==> config.mk <==
export PLATFORM = sky130hd
export DESIGN_NAME = game_over_detector
export DESIGN_NICKNAME = d
export VERILOG_FILES = /design/src/rtl/game_over_detector_pkg.sv /design/src/rtl/game_row_push_merge.sv /design/src/rtl/game_over_detector.sv
export SDC_FILE = /design/constraint.sdc
export NUM_CORES = 1
export LEC_CHECK = 0
export ABC_AREA = 1
export BUFFER_PORTS_ARGS = -buffer_cell sky130_fd_sc_hd__buf_2
export CORE_MARGIN = 2
export CORE_UTILIZATION = 50
export CTS_CLUSTER_SIZE = 12
export DETAILED_ROUTE_END_ITERATION = 6
export GPL_TIMING_DRIVEN = 0
export PLACE_DENSITY = 0.69
export RECOVER_POWER = 25
export SETUP_SLACK_MARGIN = 0.4
export SLEW_MARGIN = 20
export SYNTH_ARGS = -nofsm -noshare
export SYNTH_HDL_FRONTEND = slang
export SYNTH_HIERARCHICAL = 1
export SYNTH_SLANG_ARGS = --single-unit
==> constraint.sdc <==
create_clock -name clk -period 13.75 [get_ports clk]
set_clock_uncertainty 0.1 [all_clocks]
set_input_delay 0.6875 -clock clk [delete_from_list [all_inputs] [get_ports clk]]
set_output_delay 0.6875 -clock clk [all_outputs]
set_load 0.005 [all_outputs]
==> src/rtl/game_over_detector_pkg.sv <==
// Shared 2048 board definitions: directions, cell/row geometry, FSM states, transpose helper.
package game_over_detector_pkg;

  localparam logic [1:0] DIRECTION_LEFT  = 2'd0;
  localparam logic [1:0] DIRECTION_RIGHT = 2'd1;
  localparam logic [1:0] DIRECTION_UP    = 2'd2;
  localparam logic [1:0] DIRECTION_DOWN  = 2'd3;

  localparam int unsigned CELL_W = 4;
  localparam int unsigned ROW_W  = 16;

  typedef enum logic {
    StIdle,
    StScan
  } god_state_e;

  // Swap rows and columns so vertical moves can reuse the horizontal row datapath.
  function automatic logic [63:0] transpose_grid(input logic [63:0] g);
    logic [63:0] t;
    t = '0;
    for (int r = 0; r < 4; r++) begin
      for (int c = 0; c < 4; c++) begin
        t[(r*4+c)*CELL_W +: CELL_W] = g[(c*4+r)*CELL_W +: CELL_W];
      end
    end
    return t;
  endfunction

endpackage

==> src/rtl/game_row_push_merge.sv <==
// One 2048 row move: slide non-empty cells toward cell 0 (or cell 3) and merge equal pairs once.
module game_row_push_merge
  import game_over_detector_pkg::*;
(
  input  logic [ROW_W-1:0] row_i,
  input  logic             push_right_i,
  output logic [ROW_W-1:0] result_o
);

  logic [CELL_W-1:0] in_c  [4];
  logic [CELL_W-1:0] cmp_c [5];  // extra zero slot keeps the pair look-ahead in range
  logic [CELL_W-1:0] out_c [4];
  logic [1:0]        wr_j;
  logic [1:0]        wr_k;
  logic              skip;

  // Compress non-empty cells to the front, then merge adjacent equal pairs left to right.
  always_comb begin
    for (int i = 0; i < 4; i++) begin
      in_c[i]  = push_right_i ? row_i[(3-i)*CELL_W +: CELL_W] : row_i[i*CELL_W +: CELL_W];
      out_c[i] = '0;
    end
    for (int i = 0; i < 5; i++) begin
      cmp_c[i] = '0;
    end
    wr_j = 2'd0;
    for (int i = 0; i < 4; i++) begin
      if (in_c[i] != '0) begin
        cmp_c[wr_j] = in_c[i];
        wr_j        = wr_j + 2'd1;
      end
    end
    wr_k = 2'd0;
    skip = 1'b0;
    for (int i = 0; i < 4; i++) begin
      if (skip) begin
        skip = 1'b0;
      end else if (cmp_c[i] != '0) begin
        if (cmp_c[i] == cmp_c[i+1]) begin
          out_c[wr_k] = (cmp_c[i] == 4'hF) ? 4'hF : cmp_c[i] + 4'd1;
          skip        = 1'b1;
        end else begin
          out_c[wr_k] = cmp_c[i];
        end
        wr_k = wr_k + 2'd1;
      end
    end
    result_o = '0;
    for (int i = 0; i < 4; i++) begin
      if (push_right_i) begin
        result_o[(3-i)*CELL_W +: CELL_W] = out_c[i];
      end else begin
        result_o[i*CELL_W +: CELL_W] = out_c[i];
      end
    end
  end

endmodule

==> src/rtl/game_over_detector.sv <==
// Scans a board snapshot one row per cycle over all four directions and reports
// which moves are possible, whether the game is over, and whether a win tile exists.
module game_over_detector
  import game_over_detector_pkg::*;
#(
  parameter logic [3:0] WIN_TILE = 4'd11
) (
  input  logic        clk,
  input  logic        rst_n,
  input  logic        start,
  input  logic        clear,
  input  logic [63:0] grid,
  output logic        busy,
  output logic        done,
  output logic [3:0]  moves_available,
  output logic        game_over,
  output logic        win
);

  god_state_e  state_q, state_d;
  logic [3:0]  s_q, s_d;
  logic [63:0] snap_q, snap_d;
  logic [3:0]  acc_q, acc_d;
  logic        busy_q, busy_d;
  logic        done_q, done_d;
  logic [3:0]  moves_q, moves_d;
  logic        game_over_q, game_over_d;
  logic        win_q, win_d;

  logic [63:0]      snap_t;
  logic [1:0]       dir;
  logic [ROW_W-1:0] row_sel;
  logic [ROW_W-1:0] row_res;
  logic             push_right;
  logic             snap_win;

  assign snap_t     = transpose_grid(snap_q);
  assign dir        = s_q[3:2];
  assign push_right = (dir == DIRECTION_RIGHT) || (dir == DIRECTION_DOWN);
  assign row_sel    = dir[1] ? snap_t[{s_q[1:0], 4'b0000} +: ROW_W]
                             : snap_q[{s_q[1:0], 4'b0000} +: ROW_W];

  game_row_push_merge u_push_merge (
    .row_i        (row_sel),
    .push_right_i (push_right),
    .result_o     (row_res)
  );

  // Win check over every snapshot cell.
  always_comb begin
    snap_win = 1'b0;
    for (int i = 0; i < 16; i++) begin
      if (snap_q[i*CELL_W +: CELL_W] >= WIN_TILE) begin
        snap_win = 1'b1;
      end
    end
  end

  // Next-state: accept start in idle, accumulate one row per scan cycle, publish at s=15.
  always_comb begin
    state_d     = state_q;
    s_d         = s_q;
    snap_d      = snap_q;
    acc_d       = acc_q;
    busy_d      = busy_q;
    done_d      = 1'b0;
    moves_d     = moves_q;
    game_over_d = game_over_q;
    win_d       = win_q;
    unique case (state_q)
      StIdle: begin
        if (start && !clear) begin
          snap_d  = grid;
          acc_d   = 4'b0000;
          s_d     = 4'd0;
          busy_d  = 1'b1;
          state_d = StScan;
        end
      end
      StScan: begin
        if (clear) begin
          busy_d  = 1'b0;
          state_d = StIdle;
        end else begin
          acc_d[dir] = acc_q[dir] | (row_sel != row_res);
          if (s_q == 4'd15) begin
            busy_d      = 1'b0;
            done_d      = 1'b1;
            moves_d     = acc_d;
            game_over_d = (acc_d == 4'b0000);
            win_d       = snap_win;
            state_d     = StIdle;
          end else begin
            s_d = s_q + 4'd1;
          end
        end
      end
      default: state_d = StIdle;
    endcase
  end

  // Single state register for the FSM, datapath and registered outputs.
  always_ff @(posedge clk or negedge rst_n) begin
    if (!rst_n) begin
      state_q     <= StIdle;
      s_q         <= 4'd0;
      snap_q      <= '0;
      acc_q       <= 4'b0000;
      busy_q      <= 1'b0;
      done_q      <= 1'b0;
      moves_q     <= 4'b0000;
      game_over_q <= 1'b0;
      win_q       <= 1'b0;
    end else begin
      state_q     <= state_d;
      s_q         <= s_d;
      snap_q      <= snap_d;
      acc_q       <= acc_d;
      busy_q      <= busy_d;
      done_q      <= done_d;
      moves_q     <= moves_d;
      game_over_q <= game_over_d;
      win_q       <= win_d;
    end
  end

  assign busy            = busy_q;
  assign done            = done_q;
  assign moves_available = moves_q;
  assign game_over       = game_over_q;
  assign win             = win_q;

endmodule

==> metrics.txt <==
initial antenna violation count 0; Main synth FF type sky130_fd_sc_hd__dfrtp_1; FF-to-FF setup slack 6980 ps; Relative slew margins -58.2%; Antenna Diode Count 0; Clock Sinks between 80 and 90; synthesized net count 1,403; P&R area growth vs syn 12.0%; category of the worst setup path capture point flop; clock network latency to the later pin of the worst-skew pair approximately 360 ps; share of layout cells above drive strength 1 between 10% and 20%; share of synthesized flip-flops with an asynchronous set or reset 100%; Pre-Repair DR Iteration Count 5; leftover overflow at the end of global routing 0; DRC marker count from the first detailed-route iteration 901; die extent in y 129 um; Reg2Reg Depth 44; filler instances 1,615; library cells used by synthesis 40; unrepaired setup endpoints after global routing no; count of final hold-check violations 0; I/O pin total 76; largest cells by area after synthesis sky130_fd_sc_hd__nand2_1, sky130_fd_sc_hd__dfrtp_1, sky130_fd_sc_hd__nand3_1, sky130_fd_sc_hd__inv_1, sky130_fd_sc_hd__o21ai_0; kind of start point of the critical path flop; Critical Path Slowest Stage Cell sky130_fd_sc_hd__ha_1; wire length of the first global-routing pass roughly 42,000 um; proportion of synthesized chip area in sequential cells between 20% and 30%; DRC violations left 0; area used by multi-input combinational logic 0.00498 mm^2; min cycle time layout 6770 ps; instance count after placement with tap cells included 1,605; flop and latch count out of synthesis 81; post-cts repair resize count 0; overall routing resource usage between 30 and 40%; Post-CTS Hold Buffers 0; via count of the first global-routing pass around 8,000; data arrival time of the critical path 6960 ps; floorplan die width between 100 and 150 um; number of port buffers 75; initial core utilization around 50%; slew at the pin closest to its max-slew limit 2370 ps; number of enable flip-flop cells after synthesis 0; Post CTS Setup Buffer Count 0; average footprint of a synthesized cell approximately 6 um^2; storage element area 0.00203 mm^2; number of instances in the synthesized netlist approximately 1,300; Max Slew Vio Count between 80 and 90; share of the clock period used by the worst path after layout 49.2%; WL per Instance 16.1 um; number of maximum-capacitance violations 2; maximum clock rate 0.148 GHz; result of the run finished, violations left; delay contributed by the slowest stage of the critical path approximately 420 ps; Layout Utilization 57.7%; maximum level of the CTS H-tree 3; path category of the worst min-delay check reg2reg; largest net degree at the start of global routing 45; post-route antenna net violation count 0; Setup CP Type reg2reg; Final Net Count between 1,000 and 1,500; setup violators final 0; crit-path most repeated cell sky130_fd_sc_hd__nand2_1; vias after detailed routing 8,798; Fin Setup TNS 0 ps; total CTS buffers 9; CTS Buffer Depth 2; core outline area 0.0153 mm^2; routability cong. 1.03; yosys warns 6; via density per instance 5.43; total detailed-routing wirelength approximately 26,000 um; violations in the final reports max-capacitance violations, max-slew violations; clock-pin slew of the registers on the worst-case setup and hold paths roughly 60 ps; hold path depth 2; library cell used as clock root buffer sky130_fd_sc_hd__clkbuf_16; HPWL after detailed placement 20,700 um; TritonCTS clock tree done; Die ar. 0.0167 mm^2; required time at the worst-slack endpoint 13,940 ps; row cnt 45; dominant cell type by area after synthesis sky130_fd_sc_hd__nand2_1; Crit Path Max Fanout 10; top-area cell type share of the netlist area approximately 27%; Cell Area, Synth 0.00785 mm^2; non-filler cells in the finished layout 1,620
[path summary, 6_finish.rpt]
path,end,startpoint
max reg2reg,game_over$_DFFE_PN0P_,s_q[1]$_DFFE_PN0P_
max in group asynchronous,snap_q[26]$_DFFE_PN0P_,rst_n
min,game_over$_DFFE_PN0P_,game_over$_DFFE_PN0P_
max,game_over$_DFFE_PN0P_,s_q[1]$_DFFE_PN0P_
min in group asynchronous,snap_q[11]$_DFFE_PN0P_,rst_n
min reg2reg,game_over$_DFFE_PN0P_,game_over$_DFFE_PN0P_
[registers in the layout (all words and copies together) (netlist names)]
signal	cells
acc_q	4
busy	1
done	1
game_over	1
moves_available	4
s_q	4
snap_q	64
state_q	1
win	1
[synth_stat cells, types with 2 or more instances]
master	n
sky130_fd_sc_hd__a21oi_1	28
sky130_fd_sc_hd__nor2_2	11
sky130_fd_sc_hd__nor3_1	7
sky130_fd_sc_hd__buf_4	8
sky130_fd_sc_hd__inv_2	10
sky130_fd_sc_hd__ha_1	17
sky130_fd_sc_hd__o21ai_0	94
sky130_fd_sc_hd__o21ai_2	11
sky130_fd_sc_hd__nand2_4	10
sky130_fd_sc_hd__inv_1	131
sky130_fd_sc_hd__nand3_1	155
sky130_fd_sc_hd__nand3_4	4
sky130_fd_sc_hd__clkbuf_1	15
sky130_fd_sc_hd__buf_2	14
sky130_fd_sc_hd__nand2_1	564
sky130_fd_sc_hd__nor2_1	59
sky130_fd_sc_hd__nand4_1	9
sky130_fd_sc_hd__o211ai_1	3
sky130_fd_sc_hd__nor2_4	6
sky130_fd_sc_hd__nor2_8	2
sky130_fd_sc_hd__o21ai_1	12
sky130_fd_sc_hd__buf_6	10
sky130_fd_sc_hd__xnor2_1	2
sky130_fd_sc_hd__nand2_2	22
sky130_fd_sc_hd__dfrtp_1	81
sky130_fd_sc_hd__nand3_2	7
sky130_fd_sc_hd__nand3b_1	13
[critical path, delay by kind of cell (launching register included)]
| family | cells | cell delay [ps] |
|---|---|---|
| compound gates | 2 | 230 |
| fa+ha+maj | 4 | 1340 |
| simple gates | 28 | 3400 |
| buf+inv | 10 | 1230 |
| flops | 1 | 370 |
[layer usage]
| metal | global-route usage (%) | part of all wire (%) |
|---|---|---|
| met1 | 46.0 | 46 |
| met2 | 47.8 | 42 |
| met3 | 8.26 | 9.5 |
| met4 | 9.02 | 2.5 |
| met5 | 0 | 0 |
[metrics by stage]
| stage | worst slack, ps | area, um^2 | hold slack (ps) |
|---|---|---|---|
| floorplan | 8320 | 7850 | 292 |
| global placement | 7120 | 8490 | 363 |
| detailed placement | 7110 | 8520 | 361 |
| CTS | 7070 | 8820 | 205 |
| global route | 6390 | 8800 | 399 |
| finish | 6980 | 8800 | 381 |
[cells by family after synthesis]
family                     Yosys count  share of synthesized area [%]
AOI/OAI and AO/OA                  153                           10.5
xor gates and xnor gates             2                          0.223
adders and majority gates           17                           2.71
buffers and inverters              191                           10.8
DFF                                 81                           25.8
and+or+nand+nor                    874                           49.9
[cell type report]
type                    count  share of cell area [%]
plain buffers              48                    3.44
well taps                 211                    3.00
flip-flops and latches     81                    23.0
repair buffers             76                    4.30
inverters                 143                    6.19
multi-input cells        1046                    56.6
clock inverters             5                   0.725
clock buffers              10                    2.72
[placed cells by master (no fill, tap or decap), types with 13 or more instances in the layout]
| master | netlist | final |
|---|---|---|
| sky130_fd_sc_hd__nor2_1 | 59 | 59 |
| sky130_fd_sc_hd__a21oi_1 | 28 | 28 |
| sky130_fd_sc_hd__nand2_1 | 564 | 564 |
| sky130_fd_sc_hd__nand3_1 | 155 | 155 |
| sky130_fd_sc_hd__dfrtp_1 | 81 | 81 |
| sky130_fd_sc_hd__clkbuf_1 | 15 | 17 |
| sky130_fd_sc_hd__nand2_2 | 22 | 22 |
| sky130_fd_sc_hd__o21ai_0 | 94 | 94 |
| sky130_fd_sc_hd__inv_1 | 131 | 131 |
| sky130_fd_sc_hd__ha_1 | 17 | 17 |
| sky130_fd_sc_hd__nand3b_1 | 13 | 13 |
| sky130_fd_sc_hd__buf_2 | 14 | 88 |
Power is left out: the tool's default activity adds up to more than one toggle a clock period on the data nets, which glitch-free logic cannot reach.
